<file path="src/rtl/cdb_broadcaster_pkg.sv">
// Shared constants and the CDB entry type used by the broadcaster, RS and ROB.
package cdb_broadcaster_pkg;

  localparam int unsigned Ways  = 3;   // CDB lanes
  localparam int unsigned NumFu = 6;   // completing functional units
  localparam int unsigned Depth = 8;   // completion buffer entries, power of two, >= Ways
  localparam int unsigned Xlen  = 32;  // result width
  localparam int unsigned Prf   = 64;  // physical registers
  localparam int unsigned Rob   = 16;  // ROB entries

  localparam int unsigned PrfW = $clog2(Prf);
  localparam int unsigned RobW = $clog2(Rob);
  localparam int unsigned PtrW = $clog2(Depth);
  localparam int unsigned CntW = $clog2(Depth + 1);

  typedef struct packed {
    logic [Xlen-1:0] data;
    logic [PrfW-1:0] prf_idx;
    logic [RobW-1:0] rob_idx;
  } cdb_entry_t;

endpackage

</file>
<file path="src/rtl/cdb_broadcaster_prefix_count.sv">
// cdb_prefix_count: fixed-priority (bit 0 highest) admission of a valid vector.
// Ports:
//   valid_i     - requesting units
//   free_i      - slots available this cycle
//   lower_cnt_o - per unit, number of lower-index valid units (its slot offset)
//   accept_o    - unit is admitted (valid and its offset fits in free_i)
//   n_accept_o  - number of admitted units
module cdb_prefix_count #(
  parameter int unsigned N    = 6,
  parameter int unsigned CntW = 4
) (
  input  logic [N-1:0]           valid_i,
  input  logic [CntW-1:0]        free_i,
  output logic [N-1:0][CntW-1:0] lower_cnt_o,
  output logic [N-1:0]           accept_o,
  output logic [CntW-1:0]        n_accept_o
);

  logic [CntW-1:0] acc;

  always_comb begin
    acc         = '0;
    n_accept_o  = '0;
    lower_cnt_o = '0;
    accept_o    = '0;
    for (int i = 0; i < int'(N); i++) begin
      lower_cnt_o[i] = acc;
      accept_o[i]    = valid_i[i] && (acc < free_i);
      if (accept_o[i]) n_accept_o = n_accept_o + 1'b1;
      acc = acc + CntW'(valid_i[i]);
    end
  end

endmodule

</file>
<file path="src/rtl/cdb_broadcaster.sv">
// cdb_broadcaster: collects FU completions into an in-order circular buffer and
// broadcasts up to Ways of them per cycle on registered CDB lanes, oldest on lane 0.
// Ports:
//   clk_i, rst_ni       - clock, asynchronous active-low reset
//   squash_i            - synchronous flush: empties buffer, kills lanes, drops inputs
//   fu_valid_i/data/prf_idx/rob_idx - per-FU completed results
//   fu_ready_o          - per-FU acceptance this edge (combinational)
//   cdb_valid_o/data/prf_idx/rob_idx - registered broadcast lanes
//   buf_count_o         - registered buffer occupancy
module cdb_broadcaster
  import cdb_broadcaster_pkg::*;
(
  input  logic                       clk_i,
  input  logic                       rst_ni,
  input  logic                       squash_i,
  input  logic [NumFu-1:0]           fu_valid_i,
  input  logic [NumFu-1:0][Xlen-1:0] fu_data_i,
  input  logic [NumFu-1:0][PrfW-1:0] fu_prf_idx_i,
  input  logic [NumFu-1:0][RobW-1:0] fu_rob_idx_i,
  output logic [NumFu-1:0]           fu_ready_o,
  output logic [Ways-1:0]            cdb_valid_o,
  output logic [Ways-1:0][Xlen-1:0]  cdb_data_o,
  output logic [Ways-1:0][PrfW-1:0]  cdb_prf_idx_o,
  output logic [Ways-1:0][RobW-1:0]  cdb_rob_idx_o,
  output logic [CntW-1:0]            buf_count_o
);

  cdb_entry_t mem_q [Depth];

  logic [PtrW-1:0] head_q, head_d, tail_q, tail_d;
  logic [CntW-1:0] count_q, count_d;
  logic [Ways-1:0] cdb_valid_q, cdb_valid_d;
  cdb_entry_t      cdb_q [Ways];
  cdb_entry_t      cdb_d [Ways];

  logic [CntW-1:0]             n_pop, free, n_accept;
  logic [NumFu-1:0]            req;
  logic [NumFu-1:0]            accept;
  logic [NumFu-1:0][CntW-1:0]  lower_cnt;
  logic [NumFu-1:0][PtrW-1:0]  wr_ptr;

  assign n_pop = (count_q < CntW'(Ways)) ? count_q : CntW'(Ways);
  // Slots popped this cycle are reusable by this cycle's writes.
  assign free  = CntW'(Depth) - count_q + n_pop;
  // Nothing is accepted during squash or while reset is held.
  assign req   = fu_valid_i & {NumFu{~squash_i & rst_ni}};

  cdb_prefix_count #(
    .N    (NumFu),
    .CntW (CntW)
  ) u_prefix (
    .valid_i     (req),
    .free_i      (free),
    .lower_cnt_o (lower_cnt),
    .accept_o    (accept),
    .n_accept_o  (n_accept)
  );

  assign fu_ready_o = accept;

  always_comb begin
    for (int i = 0; i < int'(NumFu); i++) begin
      wr_ptr[i] = tail_q + PtrW'(lower_cnt[i]);
    end
  end

  always_comb begin
    head_d      = head_q + PtrW'(n_pop);
    tail_d      = tail_q + PtrW'(n_accept);
    count_d     = count_q - n_pop + n_accept;
    cdb_valid_d = '0;
    for (int k = 0; k < int'(Ways); k++) begin
      cdb_d[k] = cdb_q[k];  // invalid lanes keep their payload
      if (CntW'(k) < n_pop) begin
        cdb_valid_d[k] = 1'b1;
        cdb_d[k]       = mem_q[head_q + PtrW'(k)];
      end
    end
    if (squash_i) begin
      head_d      = '0;
      tail_d      = '0;
      count_d     = '0;
      cdb_valid_d = '0;
    end
  end

  always_ff @(posedge clk_i) begin
    for (int i = 0; i < int'(NumFu); i++) begin
      if (accept[i]) begin
        mem_q[wr_ptr[i]] <= '{data: fu_data_i[i], prf_idx: fu_prf_idx_i[i],
                              rob_idx: fu_rob_idx_i[i]};
      end
    end
  end

  always_ff @(posedge clk_i or negedge rst_ni) begin
    if (!rst_ni) begin
      head_q      <= '0;
      tail_q      <= '0;
      count_q     <= '0;
      cdb_valid_q <= '0;
      for (int k = 0; k < int'(Ways); k++) cdb_q[k] <= '0;
    end else begin
      head_q      <= head_d;
      tail_q      <= tail_d;
      count_q     <= count_d;
      cdb_valid_q <= cdb_valid_d;
      for (int k = 0; k < int'(Ways); k++) cdb_q[k] <= cdb_d[k];
    end
  end

  always_comb begin
    for (int k = 0; k < int'(Ways); k++) begin
      cdb_data_o[k]    = cdb_q[k].data;
      cdb_prf_idx_o[k] = cdb_q[k].prf_idx;
      cdb_rob_idx_o[k] = cdb_q[k].rob_idx;
    end
  end

  assign cdb_valid_o = cdb_valid_q;
  assign buf_count_o = count_q;

endmodule
</file>
<file path="config.mk">
export PLATFORM = sky130hd
export DESIGN_NAME = cdb_broadcaster
export DESIGN_NICKNAME = d
export VERILOG_FILES = /design/src/rtl/cdb_broadcaster_pkg.sv /design/src/rtl/cdb_broadcaster_prefix_count.sv /design/src/rtl/cdb_broadcaster.sv
export SDC_FILE = /design/constraint.sdc
export NUM_CORES = 2
export LEC_CHECK = 0
export ABC_AREA = 0
export CORE_AREA = 2 2 296 298
export DETAILED_ROUTE_END_ITERATION = 6
export DIE_AREA = 0 0 298 300
export MAX_ROUTING_LAYER = met4
export PLACE_DENSITY = 0.67
export SYNTH_ARGS = -nofsm -noshare
export SYNTH_HDL_FRONTEND = slang
export SYNTH_SLANG_ARGS = --single-unit
</file>
<file path="constraint.sdc">
create_clock -name clk_i -period 5.3 [get_ports clk_i]
set_input_delay 1.06 -clock clk_i [delete_from_list [all_inputs] [get_ports clk_i]]
set_output_delay 1.06 -clock clk_i [all_outputs]
set_load 0.01 [all_outputs]
</file>
==> results.yml <==
run_status:
  status: "complete, but fails checks"
  violations: "DRC"
yosys:
  synth-edff-count: 336
  synthArstFlopShare: 0.293
  synth_area_um2: 38600
  syn-num-nets: 4977
  syn_avg_cell_area_um2: 8.26
  seq_area_frac_synth: 0.352
  ys_seq_elements: 475
  syn_inst: 4667
  synth_warnings: 0
  synth_flop_cell: "edfxtp_1"
  synth_cell_types: 66
cts:
  cts_buffers: 58
  clockBufferDepth: 3
  clk_pin_slew_ps: 70
  cts_tree: "yes"
  cts-root-buf: "clkbuf_16"
  clkLatencyLatePin_ps: 690
  htreeDepth: 2
  postCtsHoldBufs: 0
  cts_sinks: 475
global_route:
  gr-total-overflow: 0
  grtUsageTotal: 0.425
  first_global_vias: 39700
  antenna_found_initial: 58
  grt_pass1_wl_um: 271000
  grt_max_degree: 212
floorplan:
  die_area_um2: 89400
  die_h_um: 300
  die_x_um: 298
  core_area_um2: 86200
  start_util: 0.447
  io_pins: 400
  rows: 108
routing:
  routed_via_density: 6.87
  dr.pass1.iters: 7
  antenna_left: 0
  drt_iter0_markers: 8178
  dr_total_vias: 42700
  drc: 57
  routed_wl_um: 194000
  wl_per_cell_um: 31.2
critical_path:
  start_kind: "primary input"
  critPathMaxFanout: 4
  crit_type: "in -> out"
  crit_arrival_ps: 4180
  r2r_slack_ps: 140
  cp_data_required_time_ps: 4240
  critPathCaptureType: "primary output"
placed_design:
  dp_hpwl_um: 123000
  io_buffers: 399
  routabilityCongestion: 0.999
  dp.cells: 6004
timing:
  rsz0062_at_grt: "true"
  relSlewSlack: 0.222
  drv_slew: 0
  final-hold-violation-count: 0
  fmax_mhz: 191
  finalCritPeriodShare: 0.988
  min_period_ps: 5240
  worst_pin_slew_ps: 1170
  finClkSkew_ps: 34.5
  setup_viol: 0
  finalSetupTns_ps: 0
power_and_ir_drop:
  p_per_area_nw_per_um2: 463
  p_leak_nw: 18.2
  worst_ir_drop_vdd_mv: 0.678
cells_and_area:
  fin_nets: 5254
  instances_no_fill: 6210
  area_growth_pct: 27.3
  drive_gt1_frac: 0.167
flow_run:
  maxCapViolCount: 0
hold_path:
  hp-class: "in -> async"
-- Yosys cell counts (all sizes together) (5+ instances only) --
master,number,area share
o21ai,656,0.085
nand3b,5,0.00097
mux2,43,0.013
nor2b,9,0.0015
xnor2,17,0.0043
or3,15,0.0024
ha,40,0.013
dfrtp,139,0.090
nor4,5,0.00097
nor2,191,0.019
mux4,126,0.074
nor3,18,0.0025
a32o,11,0.0029
or2,10,0.0016
a31oi,218,0.035
a311oi,25,0.0057
nand2,1050,0.10
o21a,6,0.0012
o31ai,14,0.0035
inv,38,0.0037
o21bai,44,0.0087
a21oi,216,0.028
o22ai,210,0.034
a211oi,171,0.033
buf,180,0.023
edfxtp,336,0.26
nand2b,12,0.0019
and3,7,0.0011
clkbuf,432,0.042
mux2i,211,0.055
fa,9,0.0047
xor2,10,0.0023
nand3,17,0.0022
a22o,147,0.033
-- layout make-up --
cell class / count / area (um^2)
repair buffers: 829 / 8780
well taps: 1155 / 1450
inverters: 39 / 148
multi-input cells: 3541 / 23000
clock buffers: 81 / 1690
flip-flops and latches: 475 / 13600
fillers: 7598 / 37100
diodes: 61 / 153
clock inverters: 29 / 274
-- per-stage QoR --
step                      total power (W)  hold slack, ps  worst slack (ps)  utilization  instance area (um^2)
final                              0.0227             409              61.5        0.569                 49100
after detailed placement           0.0180             470             -1090        0.537                 46300
after global routing               0.0236             423              -129        0.569                 49100
after CTS                          0.0223             432             -39.8        0.563                 48500
after floorplan                    0.0131             516              -971            -                 38800
after global placement             0.0179             460             -1040        0.537                 46300
-- flip-flops by register name, summed over array words and instances (netlist names) --
register,flops
cdb_prf_idx_o,18
cdb_data_o,96
mem_q,336
cdb_rob_idx_o,12
cdb_valid_o,3
head_q,3
tail_q,3
buf_count_o,4
-- routing by layer --
layer / vias up / routed length, um / share of wire / global-route usage
met5: - / 0 / 0 / -
met4: 0 / 15500 / 0.080 / 0.262
met3: 1211 / 34000 / 0.18 / 0.181
met2: 4048 / 78300 / 0.40 / 0.585
met1: 19600 / 65800 / 0.34 / 0.511
li1: 17800 / - / - / -
-- placed cells by master, fill, tap and decap left out, types with 24 or more instances in the layout --
| cell | count |
|---|---|
| o21bai_1 | 43 |
| clkbuf_16 | 68 |
| mux4_2 | 126 |
| mux2_2 | 43 |
| edfxtp_1 | 336 |
| mux2i_1 | 211 |
| a31oi_1 | 217 |
| o21ai_1 | 79 |
| nor2_1 | 177 |
| o21ai_0 | 575 |
| diode_2 | 61 |
| dfrtp_1 | 136 |
| a22o_1 | 147 |
| buf_4 | 307 |
| ha_1 | 29 |
| inv_1 | 28 |
| clkdlybuf4s50_1 | 392 |
| buf_12 | 110 |
| a311oi_1 | 24 |
| a211oi_1 | 169 |
| o22ai_1 | 209 |
| nand2_1 | 1042 |
| a21oi_1 | 205 |
-- worst paths after layout --
path                                  end            from  cells after the start
max                         fu_ready_o[5]          rst_ni                     18
min                        cdb_data_o[91]          rst_ni                      3
max reg2reg                buf_count_o[3]  buf_count_o[3]                     26
min reg2reg                cdb_data_o[47]  cdb_data_o[47]                      2
max in group asynchronous  cdb_data_o[38]          rst_ni                      6
min in group clk_i         cdb_data_o[47]  cdb_data_o[47]                      2
-- power breakdown --
group | leakage (nW) | internal [W] | switching, W
clock | 0.967 | 0.00238 | 0.00179
sequential | 4.68 | 0.00535 | 0.000672
combinational | 12.6 | 0.00560 | 0.00693
-- worst max-delay path, stage by stage --
cell and delay [ps]:
buf_12 110, nor2b_4 120, and2_4 140, fa_1 550, ha_2 190, inv_2 40, fa_2 530, inv_2 60
buf_4 140, ha_4 280, ha_4 190, o21a_1 100, o21a_1 170, o21ai_2 150, nand2_2 90, inv_2 70
buf_4 100, buf_6 90
-- logic make-up (layout without fill, tap and decap cells) --
kind of cell | count (synthesis) | in the layout | synth area share
buffers and inverters | 651 | 978 | 0.0693
XOR/XNOR | 29 | 29 | 0.00782
flip-flops | 475 | 475 | 0.352
AO/OA/AOI/OAI | 1729 | 1729 | 0.274
adder cells (fa/ha/maj) | 49 | 49 | 0.0176
multiplexers | 380 | 380 | 0.141
AND/OR/NAND/NOR | 1353 | 1353 | 0.139
other | 1 | 62 | 0.0000972
-- timing repair --
action / 4_1_cts / 5_1_grt
setup endpoints to repair: 43 / 327
gates resized for setup: 43 / 43
gates cloned: 0 / 7
setup buffers: 21 / 7
pin swaps: 21 / 27
No activity file was read; power rests on OpenSTA's default activity.
